[src/rtl/burst_sequencer.sv]
// burst_sequencer
//   Arbitrates two requesters onto a shared burst link and sequences one burst
//   at a time. It waits a bounded number of cycles for the master to go ready,
//   counts BURST_LEN beats (cycles where neither master nor slave is busy),
//   tolerates up to GRANT_WAIT-1 consecutive stall cycles, then completes
//   (done) or times out (abort) and returns the link to idle.
//
// Optional feature macro: BURST_SEQ_RR_EN
//   defined   : round-robin arbitration, last winner gets lowest priority.
//   undefined : fixed priority, req[0] always wins; no pointer state.
//
// Handshake: req[i] is a level held by requester i until it sees done[i] or
//   abort. gnt is one-hot and held for the whole burst. done/abort are
//   registered single-cycle pulses. beat is combinational and only ever high
//   in XFER, when master_busy and slave_busy are both low.
//
// Ports
//   clk, rst       : clock, synchronous active-high reset
//   req[1:0]       : burst request per requester
//   master_busy    : master not ready
//   slave_busy     : slave not ready
//   gnt[1:0]       : one-hot grant (registered)
//   burst_enable   : burst in progress (registered)
//   beat           : a beat transfers this cycle (combinational)
//   beat_cnt       : beats completed in current burst (registered)
//   done[1:0]      : completion pulse to the granted requester
//   abort          : timeout pulse
//   state_dbg[1:0] : current FSM state, for observation only
module burst_sequencer #(
  parameter int BURST_LEN  = 6,
  parameter int GRANT_WAIT = 4,
  parameter int CNT_W      = 4
) (
  input  logic             clk,
  input  logic             rst,
  input  logic [1:0]       req,
  input  logic             master_busy,
  input  logic             slave_busy,
  output logic [1:0]       gnt,
  output logic             burst_enable,
  output logic             beat,
  output logic [CNT_W-1:0] beat_cnt,
  output logic [1:0]       done,
  output logic             abort,
  output logic [1:0]       state_dbg
);

  localparam logic [1:0] S_IDLE   = 2'd0;
  localparam logic [1:0] S_WAIT_M = 2'd1;
  localparam logic [1:0] S_XFER   = 2'd2;
  localparam logic [1:0] S_DONE   = 2'd3;

  localparam logic [CNT_W-1:0] GW_MAX   = CNT_W'(GRANT_WAIT);
  localparam logic [CNT_W-1:0] LAST_CNT = CNT_W'(BURST_LEN - 1);
  localparam logic [CNT_W-1:0] CNT_ONE  = CNT_W'(1);

  logic [1:0]       state_q, state_d;
  logic [1:0]       gnt_q, gnt_d;
  logic             en_q, en_d;
  logic [CNT_W-1:0] beat_cnt_q, beat_cnt_d;
  // Shared counter: wait cycles in WAIT_M, consecutive stall cycles in XFER.
  logic [CNT_W-1:0] wait_cnt_q, wait_cnt_d;
  logic [1:0]       done_q, done_d;
  logic             abort_q, abort_d;
  logic [1:0]       winner;
  logic             beat_now;

`ifdef BURST_SEQ_RR_EN
  // 0: req[0] favoured on contention, 1: req[1] favoured.
  logic rr_ptr_q, rr_ptr_d;

  always_comb begin
    winner = 2'b00;
    if (req == 2'b11)  winner = rr_ptr_q ? 2'b10 : 2'b01;
    else if (req[0])   winner = 2'b01;
    else if (req[1])   winner = 2'b10;
  end
`else
  always_comb begin
    winner = 2'b00;
    if (req[0])        winner = 2'b01;
    else if (req[1])   winner = 2'b10;
  end
`endif

  assign beat_now = (state_q == S_XFER) && !master_busy && !slave_busy;

  always_comb begin
    state_d    = state_q;
    gnt_d      = gnt_q;
    en_d       = en_q;
    beat_cnt_d = beat_cnt_q;
    wait_cnt_d = wait_cnt_q;
    done_d     = 2'b00;
    abort_d    = 1'b0;
`ifdef BURST_SEQ_RR_EN
    rr_ptr_d   = rr_ptr_q;
`endif
    case (state_q)
      S_IDLE: begin
        if (|req) begin
          gnt_d      = winner;
          en_d       = 1'b1;
          wait_cnt_d = '0;
          beat_cnt_d = '0;
          state_d    = S_WAIT_M;
        end
      end
      S_WAIT_M: begin
        if (!master_busy) begin
          // The first ready cycle only opens the transfer; it is not a beat.
          wait_cnt_d = '0;
          state_d    = S_XFER;
        end else if (wait_cnt_q == GW_MAX) begin
          state_d = S_IDLE;
          gnt_d   = 2'b00;
          en_d    = 1'b0;
          abort_d = 1'b1;
`ifdef BURST_SEQ_RR_EN
          rr_ptr_d = gnt_q[0];
`endif
        end else begin
          wait_cnt_d = wait_cnt_q + CNT_ONE;
        end
      end
      S_XFER: begin
        if (beat_now) begin
          beat_cnt_d = beat_cnt_q + CNT_ONE;
          wait_cnt_d = '0;
          if (beat_cnt_q == LAST_CNT) begin
            // Outputs are registered, so drop the link and raise done now to
            // have them take effect during the DONE cycle.
            state_d = S_DONE;
            gnt_d   = 2'b00;
            en_d    = 1'b0;
            done_d  = gnt_q;
`ifdef BURST_SEQ_RR_EN
            rr_ptr_d = gnt_q[0];
`endif
          end
        end else begin
          wait_cnt_d = wait_cnt_q + CNT_ONE;
          if ((wait_cnt_q + CNT_ONE) == GW_MAX) begin
            // beat_cnt is left as-is so the partial count stays visible.
            state_d = S_IDLE;
            gnt_d   = 2'b00;
            en_d    = 1'b0;
            abort_d = 1'b1;
`ifdef BURST_SEQ_RR_EN
            rr_ptr_d = gnt_q[0];
`endif
          end
        end
      end
      S_DONE: begin
        state_d = S_IDLE;
      end
      default: begin
        state_d = S_IDLE;
        gnt_d   = 2'b00;
        en_d    = 1'b0;
      end
    endcase
  end

  always_ff @(posedge clk) begin
    if (rst) begin
      state_q    <= S_IDLE;
      gnt_q      <= 2'b00;
      en_q       <= 1'b0;
      beat_cnt_q <= '0;
      wait_cnt_q <= '0;
      done_q     <= 2'b00;
      abort_q    <= 1'b0;
`ifdef BURST_SEQ_RR_EN
      rr_ptr_q   <= 1'b0;
`endif
    end else begin
      state_q    <= state_d;
      gnt_q      <= gnt_d;
      en_q       <= en_d;
      beat_cnt_q <= beat_cnt_d;
      wait_cnt_q <= wait_cnt_d;
      done_q     <= done_d;
      abort_q    <= abort_d;
`ifdef BURST_SEQ_RR_EN
      rr_ptr_q   <= rr_ptr_d;
`endif
    end
  end

  assign gnt          = gnt_q;
  assign burst_enable = en_q;
  assign beat         = beat_now;
  assign beat_cnt     = beat_cnt_q;
  assign done         = done_q;
  assign abort        = abort_q;
  assign state_dbg    = state_q;

endmodule
[config.mk]
export PLATFORM = sky130hd
export DESIGN_NAME = burst_sequencer
export DESIGN_NICKNAME = d
export VERILOG_FILES = /design/src/rtl/burst_sequencer.sv
export SDC_FILE = /design/constraint.sdc
export NUM_CORES = 1
export LEC_CHECK = 0
export BUFFER_PORTS_ARGS = -buffer_cell sky130_fd_sc_hd__buf_2
export CAP_MARGIN = 20
export CORE_MARGIN = 4
export CORE_UTILIZATION = 33
export CTS_BUF_LIST = sky130_fd_sc_hd__clkbuf_4
export CTS_CLUSTER_DIAMETER = 40
export DETAILED_ROUTE_END_ITERATION = 8
export MAX_ROUTING_LAYER = met4
export SLEW_MARGIN = 30
export SYNTH_ARGS = -nofsm -noshare
export SYNTH_HDL_FRONTEND = slang
export SYNTH_SLANG_ARGS = --single-unit
export TNS_END_PERCENT = 50
[constraint.sdc]
create_clock -name clk -period 2.1 [get_ports clk]
set_input_delay 0.105 -clock clk [delete_from_list [all_inputs] [get_ports clk]]
set_output_delay 0.105 -clock clk [all_outputs]
set_load 0.01 [all_outputs]
; ---- Word level (Yosys, flattened, before mapping)
; Cells that the tools add are included.
[classes]
div = 0
n_shift = 0
order_cmp = 0
n_reduce_logical = 13
eq_ne = 14
n_mux = 33
mul = 0
addsub = 2
bitwise_logic = 3
[op_table]
columns = operator, count
row1 = 2-bit two-way mux, 12
row2 = 4-bit two-way mux, 5
row3 = "4-bit by 3-bit == test with 1-bit output, second input constant", 3
row4 = 4-bit one-hot mux with 3 select lines, 1
row5 = 1-bit two-way mux, 10
row6 = "4-bit by 1-bit adder with 4-bit output, second input constant", 2
row7 = "2-bit != test, second input constant", 4
row8 = 2-bit one-hot mux with 4 select lines, 1
row9 = 4-bit one-hot mux with 2 select lines, 1
row10 = "3-bit by 2-bit != test with 1-bit output, second input constant", 2
row11 = "3-bit != test, second input constant", 2
row12 = 2-bit one-hot mux with 3 select lines, 1
row13 = 3-bit AND reduction, 2
row14 = 6-bit AND reduction, 1
row15 = "2-bit == test, second input constant", 2
row16 = 4-bit AND reduction, 1
row17 = 4-bit OR reduction, 1
row18 = 1-bit inverter, 3
row19 = 1-bit one-hot mux with 3 select lines, 1
row20 = 3-bit nonzero test, 1
row21 = "2-bit by 1-bit == test with 1-bit output, second input constant", 1
row22 = 1-bit logical AND, 2
row23 = 1-bit logical NOT, 2
row24 = 2-bit logical NOT, 1
row25 = 3 further kinds, 3
[totals]
ram_bits = 0
regBits = 16
rom_bits = 0
out_inout_bits = 13
memories = 0
latchBits = 0
elab_cells = 72

; ---- Logic depth before layout (Yosys ltp)
; Gate-level depths: netlist of the first run.
[depth]
ltp_word = 5
depth_mapped = 7
ltp_nobuf = 7

; ---- Worst setup path after synthesis of the first run
; OpenSTA, ideal clock, no wires.
[synth_timing]
path_kind = register -> register
start = register state_q[0] (netlist: state_dbg[0])
end = register en_q (netlist: burst_enable)
path_stages_with_launch = 8
t_required_ns = 1.962
t_arrival_ns = 1.618
setup_ns = 0.138
synth_period_minus_slack_ns = 1.756
setup_slack_ns = 0.344
path_cell_list = dfxtp_1 inv_1 ha_1 or3_1 and2_4 and3_4 a21oi_2 a311oi_2
[synth_between]
elab_chain_len = 5
[synth_lines]
columns = element, line
row1 = "start, declared", 57  ; logic [1:0] state_q, state_d;
row2 = "start signal, assigned", 179  ; state_q <= state_d;
row3 = 2-bit == test, "86, 99"
row4 = 1-bit logical AND (2 in a row), 86  ; assign beat_now = (state_q == S_XFER) && !master_busy && !slave_busy;
row5 = 3-bit by 2-bit != test with 1-bit output (no source line) / 1-bit two-way mux (equally long branches), --
row6 = 6-bit AND reduction (no source line) / 1-bit one-hot mux with 3 select lines (equally long branches), --
row7 = "end signal, assigned", 181  ; en_q <= en_d;
row8 = "end, declared", 59  ; logic en_q, en_d;
; Parallel ways exist; a longest one is shown, timed or not.
; A chain may end at the register's enable or synchronous reset.

; ---- Final worst setup path of the first run
[layout_timing]
start = register state_q[0] (netlist: state_dbg[0])
end = register wait_cnt_q[3]
[layout_between]
elab_chain_len = 5
[layout_lines]
columns = element, line
row1 = 2-bit == test, "86, 99"
row2 = 1-bit logical AND (2 in a row), 86
row3 = 4-bit two-way mux, 127  ; if (beat_now) begin
row4 = 4-bit one-hot mux with 3 select lines, 99  ; case (state_q)
row5 = "end signal, assigned", 183  ; wait_cnt_q <= wait_cnt_d;
row6 = "end, declared", 62  ; logic [CNT_W-1:0] wait_cnt_q, wait_cnt_d;
; Parallel ways exist; a longest one is shown, timed or not.

==> impl_metrics.yaml, run 1 <==
run_status:
  status: "completed"
timing:
  period_share: 0.871
  setup_viol: 0
  rsz0062_at_grt: "false"
  finalSetupTns_ns: 0
  max_slew.worst_pin.slew_ns: 0.333
  hold_viol_final: 0
  timing.slew.headroom: 0.775
  max_freq_mhz: 547
  slew_violations: 0
  finalCriticalPeriod_ns: 1.83
  fin_skew_ns: 0.000791
die:
  start_util: 0.356
  die_area_um2: 4030
  io_pins: 19
  row_count: 19
  die_w_um: 63.5
  core_um2: 2850
  die_h_um: 63.5
global_routing:
  grt.total_usage: 0.122
  grt_util_met1: 0.160
  antenna_found_initial: 0
  met3_usage: 0.0337
  grt_pass1_wl_mm: 3.79
  grt_pass1_vias: 828
  grt_start_max_net_pins: 14
  grt.overflow.total: 0
  busiest_layer: "met2"
  grt_use_met2: 0.173
critical_path:
  worstReg2RegStart: "state_dbg[0]"
  worstSetupPathType: "flip-flop to flip-flop"
  reg2reg_slack_ns: 0.27
  path_max_fanout: 7
  r2r-end: "wait_cnt_q[3]"
  r2r_cells: 7
  crit_required_ns: 2.28
  worst_ep_arrival_time_ns: 2.00
  start_kind: "flip-flop"
  critPathLaunch: "state_dbg[0]"
  critPathCaptureType: "flip-flop"
clock_network:
  cts_tree: "yes"
  clockRootBuffer: "clkbuf_4"
  hold_buffers: 0
  cts_sinks: 16
  clock_path_buffers: 2
  cts_setup_buffers: 0
  clk_latency_ns: 0.29
  clk_transition_reported_paths_ns: 0.09
  htreeDepth: 1
  post_cts_resized: 0
  cts_made_buffers: 3
min_path:
  hold_end: "gnt[0]"
  worstHoldPathType: "input pin to flip-flop"
  hold_depth: 3
  hold_start: "req[0]"
cells_and_area:
  fin_nets: 149
  fillers: 298
  synthToLayoutAreaGrowth_pct: 14.9
  antenna_cells: 0
  fin_util: 0.409
  drive_above_1_share: 0.278
routing:
  drt_iter0_drc: 39
  vias: 862
  drc: 0
  ant_nets: 0
  wl_per_cell_um: 13.4
  vias_per_cell: 5.26
  first_pass_iters: 4
  routed_wl_mm: 2.20
power:
  p_leak_nw: 0.479
  power_w: 0.000728
  powerDensity_nw_per_um2: 624
  irDropWorstVdd_uv: 277
logic_synthesis:
  yosys_warnings: 0
  yosysSeqAreaShare: 0.316
  async_reset_ff_frac: 0
  synth_seq_cells: 16
  synth_edf_count: 0
  synthDistinctLibCells: 43
  synth_ff_type: "dfxtp_1"
  syn_avg_cell_area_um2: 9.06
  synthCells: 112
  syn_area_um2: 1010
  syn_nets: 127
place:
  io_buffer_count: 18
  dp_hpwl_mm: 1.68
  place_congestion: 0.836
flow_run:
  maxCapViolCount: 0
## routing by layer
| metal | routed length, µm | vias to the layer above | part of all wire |
|---|---|---|---|
| met1 | 1140 | 392 | 0.52 |
| li1 | - | 442 | - |
| met2 | 895 | 23 | 0.41 |
| met4 | 42 | 0 | 0.019 |
| met3 | 122 | 5 | 0.056 |
| met5 | 0 | - | 0 |
## cells in the final DEF, fill, tap and decap left out, types with 2 or more instances in the layout
cell,n
a21oi_1,6
a21oi_2,2
a22oi_1,2
and2_1,3
and2_4,2
and3_1,2
buf_2,18
clkbuf_4,3
dfxtp_1,16
ha_1,9
inv_1,8
nand2_1,7
nand2_2,2
nand3_1,4
nor2_1,10
nor2b_1,2
nor3b_1,3
o21ai_0,6
xor2_1,2
## layout make-up
type	count	area (µm²)	share of cell area
Multi-Input combinational cell	87	661	0.567
Clock inverter	1	3.75	0.00322
Inverter	8	30.0	0.0258
Sequential cell	16	320	0.275
Tap cell	31	38.8	0.0333
Timing Repair Buffer	18	90.1	0.0773
Clock buffer	3	22.5	0.0193
## how the worst max path moves through the flow
stage	endpoint	cells past startpoint
floorplan	burst_enable	7
global placement	burst_enable	7
detailed placement	wait_cnt_q[3]	7
CTS	wait_cnt_q[1]	7
global route	wait_cnt_q[1]	7
finish	wait_cnt_q[3]	7
## Yosys cell counts (2+ instances only)
library cell	count	area (µm²)
xor2_1	2	17.5
ha_1	9	113
nand3_1	4	20.0
nor3b_1	3	22.5
nand2_2	2	12.5
nor2_1	10	37.5
and2_4	2	17.5
inv_1	8	30.0
and3_1	2	12.5
a21oi_1	6	30.0
nand2_1	7	26.3
o21ai_0	6	30.0
nor2b_1	2	12.5
dfxtp_1	16	320
a22oi_1	2	15.0
a21oi_2	2	17.5
and2_1	3	18.8
## worst max-delay path: stages (launching register included)
cell and delay, ns:
dfxtp_1 0.38, inv_1 0.10, ha_1 0.28, or3_1 0.39
o211ai_1 0.18, nor2_1 0.16, a22oi_1 0.18, nor2_1 0.06
## sequential cells by signal, summed over array words and instances, names as in the netlist
register and cells:
gnt 2, abort 1, burst_enable 1, beat_cnt 4, state_dbg 2, done 2, wait_cnt_q 4
## cell families after synthesis
group | share of synthesized area
adder cells (fa/ha/maj) | 0.111
AND/OR/NAND/NOR | 0.286
buffers and inverters | 0.0333
XOR/XNOR | 0.0259
AO/OA/AOI/OAI | 0.228
flip-flops | 0.316
## power breakdown
group	total [W]	internal [W]	switching, W
combinational	0.000221	0.0000999	0.000122
sequential	0.000340	0.000323	0.0000172
clock	0.000167	0.0000691	0.0000975
total	0.000728	0.000492	0.000236
## per-stage QoR
| stage | cells | hold slack (ns) | setup slack, ns | area, µm² |
|---|---|---|---|---|
| finish | 164 | 0.123 | 0.271 | 1170 |
| global route | 164 | 0.146 | 0.120 | 1170 |
| CTS | 164 | 0.111 | 0.273 | 1170 |
| detailed placement | 160 | 0.428 | 0.292 | 1140 |
| global placement | 160 | 0.417 | 0.359 | 1140 |
| floorplan | 112 | 0.244 | 0.344 | 1010 |
No activity file was read; power rests on OpenSTA's default activity.
==> run 2: changes to the inputs <==
--- a/config.mk
+++ b/config.mk
@@ -7,12 +7,16 @@
 export LEC_CHECK = 0
 export BUFFER_PORTS_ARGS = -buffer_cell sky130_fd_sc_hd__buf_2
 export CAP_MARGIN = 20
+export CELL_PAD_IN_SITES_DETAIL_PLACEMENT = 1
+export CELL_PAD_IN_SITES_GLOBAL_PLACEMENT = 2
 export CORE_MARGIN = 4
 export CORE_UTILIZATION = 33
 export CTS_BUF_LIST = sky130_fd_sc_hd__clkbuf_4
 export CTS_CLUSTER_DIAMETER = 40
+export CTS_CLUSTER_SIZE = 28
 export DETAILED_ROUTE_END_ITERATION = 8
 export MAX_ROUTING_LAYER = met4
+export PLACE_DENSITY_LB_ADDON = 0.1
 export SLEW_MARGIN = 30
 export SYNTH_ARGS = -nofsm -noshare
 export SYNTH_HDL_FRONTEND = slang
==> run 2 against run 1 <==
Effect of this change: register-to-register slack lost 0.02 ns; clock skew is essentially flat; total power grew 0.75%; non-clock buffer count is the same; sequential share of layout area is the same; largest power group unchanged; final cell count is the same.
==> impl_metrics.yaml, run 2 (synthesized netlist as in run 1, its figures left out) <==
clock_network:
  clk_latency_ns: 0.29
  clock_path_buffers: 2
  post_cts_resized: 0
  cts_tree: "yes"
  cts_sinks: 16
  htreeDepth: 1
  clockRootBuffer: "clkbuf_4"
  cts_made_buffers: 3
  clk_transition_reported_paths_ns: 0.10
  hold_buffers: 0
  cts_setup_buffers: 0
power:
  power.internal_w: 0.000492
  p_sw_frac: 0.329
  power_frac_seq: 0.466
  p_leak_nw: 0.479
  irDropWorstVdd_uv: 375
  power_switching_w: 0.000242
  power_w: 0.000734
  powerDensity_nw_per_um2: 629
  comb_power_share: 0.302
  power.clock.fraction: 0.232
global_routing:
  grt_pass1_wl_mm: 4.22
  grt.overflow.total: 0
  grt_pass1_vias: 929
  grt.total_usage: 0.135
  antenna_found_initial: 0
  grt_start_max_net_pins: 14
min_path:
  worstHoldPathType: "input pin to flip-flop"
  hold_start: "req[0]"
  hold_depth: 3
timing:
  max_slew.worst_pin.slew_ns: 0.416
  hold_viol_final: 0
  timing.slew.headroom: 0.720
  rsz0062_at_grt: "false"
  max_freq_mhz: 540
  setup_viol: 0
  hold_ws_ns: 0.135
  slew_violations: 0
  period_share: 0.882
  finalCriticalPeriod_ns: 1.85
  fin_skew_ns: 0.00116
  finalSetupTns_ns: 0
critical_path:
  critPathLaunch: "state_dbg[0]"
  r2r-end: "wait_cnt_q[3]"
  worstSetupPathType: "flip-flop to flip-flop"
  critPathSlowestCell: "dfxtp_1"
  critPathCaptureType: "flip-flop"
  start_kind: "flip-flop"
  reg2reg_slack_ns: 0.25
  worst_ep_arrival_time_ns: 2.03
  worstReg2RegStart: "state_dbg[0]"
  path_max_fanout: 7
  crit_path_end: "wait_cnt_q[3]"
  worst_path_most_repeated_cell: "nor2_1"
  path_cells: "inv_1, ha_1, o21a_1, o21ai_0, nor2_1, a22oi_1, nor2_1"
  r2r_cells: 7
  crit_required_ns: 2.28
  slowest_delay_ns: 0.39
place:
  dp_hpwl_mm: 1.94
  place_area_um2: 1140
  place_congestion: 0.801
  io_buffer_count: 18
die:
  die_area_um2: 4030
  io_pins: 19
  row_count: 19
  die_h_um: 63.5
  die_w_um: 63.5
  start_util: 0.356
  core_um2: 2850
routing:
  ant_nets: 0
  vias: 884
  first_pass_iters: 3
  drt_iter0_drc: 15
  drc: 0
  vias_per_cell: 5.39
  routed_wl_mm: 2.38
  wl_per_cell_um: 14.5
cells_and_area:
  fin_area_um2: 1170
  synthToLayoutAreaGrowth_pct: 14.9
  fin_nets: 149
  antenna_cells: 0
  fillers: 348
  final_common_cell: "buf_2"
  fin_util: 0.409
  drive_above_1_share: 0.278
  mostFrequentLayoutCells: "18 x buf_2, 16 x dfxtp_1, 10 x nor2_1"
flow_run:
  maxCapViolCount: 0
run_status:
  status: "completed"
==> run 2: cell counts in the layout (fill, tap and decap cells not counted) <==
Identical to the previous run, type by type.
==> run 2: worst max-delay path, delay by kind of cell, from the launching register on <==
kind            cells  cell delay [ns]
compound gates      3             0.76
flops               1             0.39
fa+ha+maj           1             0.28
buf+inv             1             0.10
simple gates        2             0.21
==> run 2: worst min-delay path by stage <==
| stage | endpoint |
|---|---|
| 3_5_place_dp | gnt[0] |
| 3_3_place_gp | gnt[0] |
| 5_1_grt | gnt[0] |
| 6_report | gnt[0] |
| 2_1_floorplan | beat |
| 4_1_cts | gnt[0] |
==> run 2: cell type report <==
type | count | area (µm²) | share of cell area
Clock buffer | 3 | 22.5 | 0.0193
Multi-Input combinational cell | 87 | 661 | 0.567
Inverter | 8 | 30.0 | 0.0258
Timing Repair Buffer | 18 | 90.1 | 0.0773
Clock inverter | 1 | 3.75 | 0.00322
Tap cell | 31 | 38.8 | 0.0333
Sequential cell | 16 | 320 | 0.275
==> run 2: power by group through the flow <==
stage / clock, W / combinational [W] / sequential (W)
after floorplan: 0 / 0.000152 / 0.000356
after CTS: 0.000181 / 0.000225 / 0.000343
after global routing: 0.000198 / 0.000252 / 0.000346
after global placement: 0 / 0.000221 / 0.000348
after detailed placement: 0 / 0.000224 / 0.000350
final: 0.000170 / 0.000222 / 0.000342
==> run 2: through the flow <==
stage          worst slack, ns  cells
3_3_place_gp             0.304    160
4_1_cts                  0.246    164
6_report                 0.248    164
5_1_grt                 0.0344    164
3_5_place_dp             0.266    160
2_1_floorplan            0.344    112
==> run 2: metal layers <==
layer / routed length [µm] / vias to the layer above / GRT usage
met5: 0 / - / -
met4: 24 / 0 / 0.0404
met3: 107 / 5 / 0.0409
met2: 1180 / 13 / 0.228
met1: 1060 / 424 / 0.152
li1: - / 442 / -
